### src/rtl/fifo_ctrl.sv
// Pointer, flag and handshake controller for the UART FIFO storage array.
// Drives storage write/read enables and binary pointers; derives flags from the registered pointers.
module fifo_ctrl #(
  parameter int FIFO_DEPTH    = 8,
  parameter int PTR_WIDTH     = 4,
  parameter int AFULL_THRESH  = 6,
  parameter int AEMPTY_THRESH = 2
) (
  input  logic                 clk,
  input  logic                 rst,
  input  logic                 push,
  input  logic                 pop,
  input  logic                 flush,
  input  logic                 clr_err,
  output logic                 mem_w_en,
  output logic                 mem_r_en,
  output logic [PTR_WIDTH-1:0] b_wptr,
  output logic [PTR_WIDTH-1:0] b_rptr,
  output logic                 full,
  output logic                 empty,
  output logic                 almost_full,
  output logic                 almost_empty,
  output logic [PTR_WIDTH-1:0] count,
  output logic                 rd_valid,
  output logic                 overflow,
  output logic                 underflow
);

  localparam int AW = $clog2(FIFO_DEPTH);

  logic [PTR_WIDTH-1:0] wptr_q, wptr_d;
  logic [PTR_WIDTH-1:0] rptr_q, rptr_d;
  logic [PTR_WIDTH-1:0] cnt;
  logic                 rd_valid_q, rd_valid_d;
  logic                 overflow_q, overflow_d;
  logic                 underflow_q, underflow_d;
  logic                 full_w, empty_w;
  logic                 wr_ok, rd_ok;

  // Flags depend only on registered pointers; the wrap bit separates full from empty.
  always_comb begin
    empty_w = (wptr_q == rptr_q);
    full_w  = (wptr_q[PTR_WIDTH-1] != rptr_q[PTR_WIDTH-1]) &&
              (wptr_q[AW-1:0] == rptr_q[AW-1:0]);
    cnt     = wptr_q - rptr_q;
  end

  always_comb begin
    wr_ok       = push & ~full_w & ~flush & ~rst;
    rd_ok       = pop & ~empty_w & ~flush & ~rst;
    wptr_d      = wptr_q;
    rptr_d      = rptr_q;
    rd_valid_d  = rd_ok;
    overflow_d  = (overflow_q & ~clr_err) | (push & full_w & ~flush);
    underflow_d = (underflow_q & ~clr_err) | (pop & empty_w & ~flush);
    if (flush) begin
      wptr_d = '0;
      rptr_d = '0;
    end else begin
      if (wr_ok) wptr_d = wptr_q + 1'b1;
      if (rd_ok) rptr_d = rptr_q + 1'b1;
    end
  end

  always_ff @(posedge clk) begin
    if (rst) begin
      wptr_q      <= '0;
      rptr_q      <= '0;
      rd_valid_q  <= 1'b0;
      overflow_q  <= 1'b0;
      underflow_q <= 1'b0;
    end else begin
      wptr_q      <= wptr_d;
      rptr_q      <= rptr_d;
      rd_valid_q  <= rd_valid_d;
      overflow_q  <= overflow_d;
      underflow_q <= underflow_d;
    end
  end

  assign mem_w_en     = wr_ok;
  assign mem_r_en     = rd_ok;
  assign b_wptr       = wptr_q;
  assign b_rptr       = rptr_q;
  assign full         = full_w;
  assign empty        = empty_w;
  assign count        = cnt;
  assign almost_full  = (cnt >= PTR_WIDTH'(AFULL_THRESH));
  assign almost_empty = (cnt <= PTR_WIDTH'(AEMPTY_THRESH));
  assign rd_valid     = rd_valid_q;
  assign overflow     = overflow_q;
  assign underflow    = underflow_q;

endmodule

### config.mk
export PLATFORM = sky130hd
export DESIGN_NAME = fifo_ctrl
export DESIGN_NICKNAME = d
export VERILOG_FILES = /design/src/rtl/fifo_ctrl.sv
export SDC_FILE = /design/constraint.sdc
export NUM_CORES = 1
export LEC_CHECK = 0
export BUFFER_PORTS_ARGS = -buffer_cell sky130_fd_sc_hd__buf_2
export CAP_MARGIN = 40
export CORE_ASPECT_RATIO = 1.5
export CORE_MARGIN = 2
export CORE_UTILIZATION = 25
export DETAILED_ROUTE_END_ITERATION = 16
export GPL_ROUTABILITY_DRIVEN = 0
export PLACE_DENSITY = 0.49
export SYNTH_ARGS = -nofsm -noshare
export SYNTH_HDL_FRONTEND = slang
export SYNTH_SLANG_ARGS = --single-unit
### constraint.sdc
create_clock -name clk -period 3.9 [get_ports clk]
set_clock_uncertainty 0.2 [all_clocks]
set_input_delay 0.78 -clock clk [delete_from_list [all_inputs] [get_ports clk]]
set_output_delay 0.78 -clock clk [all_outputs]
set_load 0.005 [all_outputs]
Word-level counts from Yosys, hierarchy flattened
Index checks and enable logic that the tools add are counted.
{"block": "word_totals", "regBits": 11, "latch_bits": 0, "ram_bits": 0, "romBits": 0, "memories": 0}
{"block": "classes", "n_addsub": 3, "mul": 0, "n_div": 0, "n_lt_le_gt_ge": 2, "eq_ne": 3, "shifts": 0, "muxes": 0, "bitwise": 19, "n_reduce_logical": 2}
{"operator": "1-bit AND", "count": 12}
{"operator": "4-bit by 1-bit adder with 4-bit output (second input constant)", "count": 2}
{"operator": "1-bit NOT", "count": 5}
{"operator": "4-bit == test", "count": 1}
{"operator": "4-bit by 3-bit greater-or-equal comparator with 1-bit output (second input constant)", "count": 1}
{"operator": "4-bit by 2-bit less-or-equal comparator with 1-bit output (second input constant)", "count": 1}
{"operator": "4-bit subtractor", "count": 1}
{"operator": "3-bit == test", "count": 1}
{"operator": "1-bit OR", "count": 2}
{"operator": "2-bit OR reduction", "count": 1}
{"operator": "1-bit logical AND", "count": 1}
{"operator": "1-bit inequality test", "count": 1}

Logic depth before layout (Yosys ltp)
{"block": "logic_depth", "word_depth": 6, "ltp_mapped": 6, "ltp_nobuf": 5}

Least setup slack after synthesis
No wires, ideal clock.
{"block": "synth_timing", "path_kind": "reg-to-output", "start": "register wptr_q[0] (netlist: b_wptr[0])", "end": "output port almost_full", "arrival_time_ns": 1.491, "slack_ns": 1.429, "path_stages_with_launch": 6, "path_cell_list": "dfxtp_1 -> inv_1 -> ha_1 -> fa_1 -> xnor2_1 -> a22o_1"}
{"block": "synth_via", "elab_chain_cells": 2}
{"element": "from (decl)", "line_no": "31", "source": "logic [PTR_WIDTH-1:0] wptr_q, wptr_d;"}
{"element": "from (signal assigned)", "line_no": "73", "source": "wptr_q <= wptr_d;"}
{"element": "4-bit subtractor", "line_no": "45", "source": "cnt = wptr_q - rptr_q;"}
{"element": "via count[2]", "line_no": "23", "source": "output logic [PTR_WIDTH-1:0] count,"}
{"element": "4-bit by 3-bit greater-or-equal comparator with 1-bit output", "line_no": "88", "source": "assign almost_full = (cnt >= PTR_WIDTH'(AFULL_THRESH));"}
{"element": "to (decl)", "line_no": "21", "source": "output logic almost_full,"}
The timed path passes the listed nets, and every way through them passes these cells.

Worst setup path in the final report
{"block": "layout_timing", "start": "register rptr_q[1] (netlist: b_rptr[1])", "end": "output port mem_r_en"}
{"block": "layout_via", "elab_chain_cells": 5}
{"element": "from (decl)", "line_no": "32", "source": "logic [PTR_WIDTH-1:0] rptr_q, rptr_d;"}
{"element": "from (signal assigned)", "line_no": "74", "source": "rptr_q <= rptr_d;"}
{"element": "4-bit == test", "line_no": "42", "source": "empty_w = (wptr_q == rptr_q);"}
{"element": "1-bit NOT", "line_no": "50", "source": "rd_ok = pop & ~empty_w & ~flush & ~rst;"}
{"element": "1-bit AND (3 in series)", "line_no": "50"}
{"element": "to (decl)", "line_no": "16", "source": "output logic mem_r_en,"}
No other way between the ends.

==> metrics.txt <==
Layout area overhead 30.6%; filler instances 319; CP Max Fanout 7; I/O pins 27; Worst VDD drop 149 uV; ANT nets after route 0; die area 3350 um^2; synthesized instance count 82; initial antenna violation count 0; Clock Path Buffers 2; CP Capture Type output port; Final #Nets 124; DIE WIDTH 47.9 um; GRT Overall Usage 11.7%; vias in the first global route 699; Max-Slew Margin vs Limit 67.5%; DR vias 682; layout cells sized above 1 34.2%; largest area contributor in the netlist dfxtp_1; DRT iter0 DRCs 7; Worst-Margin Slew 0.485 ns; post-CTS sizing 0; syn avg cell area 8.82 um^2; Final Hold Fails 0; Non-Filler Instances 148; cell area after synthesis 723 um^2; hold endpoint overflow; worst hold start overflow; largest net degree at the start of global routing 9; port buffer count 26; CTS tree yes; final setup fails 0; status finished, final reports clean; Clk Latency, worst-skew pair 0.24 ns; Total Neg Setup Slack 0 ns; drt first pass iters 3; YS warnings 0; worst setup path category flip-flop to output port; post-route minimum period 2.89 ns; synth top area cells dfxtp_1 30%, mux2i_1 11%, ha_1 8.7%, nand2_1 6.7%, a21oi_1 4.2%; Hold Crit Class flip-flop to flip-flop; Max Slew Vio Count 0; CP startpoint kind flip-flop; Worst R2R End b_rptr[1]; reg2reg start b_rptr[1]; Worst EP required 2.92 ns; Hold Crit Depth 2; period utilisation layout 74.2%; EDFF count, synth 0; Setup crit start b_rptr[1]; CTS buffer count 3; final WL 1760 um; critical-path cell list inv_1 > ha_1 > and3_1 > a21boi_2 > and2_1 > buf_2; post-synthesis sequential area ratio 30.4%; # clock sinks 11; Final Hold Slack 0.267 ns; core area 2710 um^2; Detail Placement HPWL 1390 um; # DRC 0; Slowest cell on crit path dfxtp_1; Die H 69.9 um; Vias per Instance 4.61; placed cells 144; Max H-tree Level 1; cell chosen for the clock root clkbuf_8; Syn Nets 94; RSZ-0062 raised after global routing no; most frequent cells after synthesis 13 x nand2_1, 11 x dfxtp_1, 8 x mux2i_1; post-synth top area share 30.4%; postcts setup bufs 0; first-pass GRT wire length 2900 um; Worst-path clk slew 0.05 ns; Inserted Diodes 0; WL/cell 11.9 um; Cell variety after synth 27; count leader, synth nand2_1; Initial Utilization 26.7%; worst reg-to-reg path cell count 5; leakage power 0.450 nW; Crit path arrival time 1.91 ns; most used flip-flop cell after synthesis dfxtp_1; highest clock rate 346 MHz; number of placement rows 23; power density of the placed cells 280 nW/um^2; GRT overflow 0; Synth Register Bits 11; fraction of registers with async set/reset 0%; Reg2Reg Setup Slack 1.99 ns; crit-path max cell delay 0.46 ns; Hold-fix buffers, CTS 0; Max Cap Viol 0
[final cells by class]
class | instances | area (um^2) | share of cell area, %
Multi-Input combinational cell | 63 | 473 | 50.1
Sequential cell | 11 | 220 | 23.3
Timing Repair Buffer | 27 | 138 | 14.6
Tap cell | 37 | 46.3 | 4.90
Clock buffer | 4 | 45.0 | 4.77
Inverter | 6 | 22.5 | 2.38
[cells by family after synthesis]
group           synth area share (%)
simple gates                    25.4
compound gates                  12.8
flops                           30.4
buf+inv                         4.15
mux                             11.1
fa+ha+maj                       11.4
xor+xnor                        4.67
[where the power goes]
part           switching [mW]  internal [mW]  leakage, nW
clock                  0.0425         0.0717       0.0228
combinational          0.0183         0.0158        0.338
sequential            0.00178          0.114       0.0890
total                  0.0626          0.202        0.450
[per-layer routing]
layer	vias to the layer above	track usage (%)	share of wire [%]
met4	0	6.31	2.3
met5	-	0	0
met3	4	2.33	6.0
met1	315	14.1	43
li1	342	-	-
met2	21	18.4	49
[per-stage QoR]
step	cell area (um^2)	util [%]	setup slack (ns)	total power, mW
after floorplan	723	-	1.43	0.138
after global placement	900	33.3	1.30	0.152
after detailed placement	900	33.3	1.27	0.153
after CTS	945	34.9	1.01	0.269
after global routing	945	34.9	0.914	0.277
final	945	34.9	1.01	0.264
[worst max path at each step]
stage	to	slack, ns	cells past startpoint
after floorplan	almost_full	1.43	5
after detailed placement	mem_w_en	1.27	4
final	mem_r_en	1.01	6
after global routing	almost_empty	0.91	6
after CTS	mem_r_en	1.01	6
after global placement	mem_r_en	1.30	6
[cell usage in the layout (no fill, tap or decap), types with 3 or more instances in the layout]
master / instances
nand2_1: 13
a21oi_1: 6
ha_1: 5
buf_2: 26
or3_1: 3
clkbuf_8: 3
and2_1: 3
inv_1: 6
mux2i_1: 8
nor2_1: 3
dfxtp_1: 11
[sequential cells by signal, summed over array words and instances (netlist names)]
name and count:
b_rptr 4, b_wptr 4, overflow 1, rd_valid 1, underflow 1
[worst max-delay path, delay by kind of cell (launching register included)]
kind | cells | cell delay [ns]
flip-flops | 1 | 0.46
AND/OR/NAND/NOR | 2 | 0.44
adder cells (fa/ha/maj) | 1 | 0.32
buffers and inverters | 2 | 0.19
AO/OA/AOI/OAI | 1 | 0.27
Power figures use the tool's default switching activity.
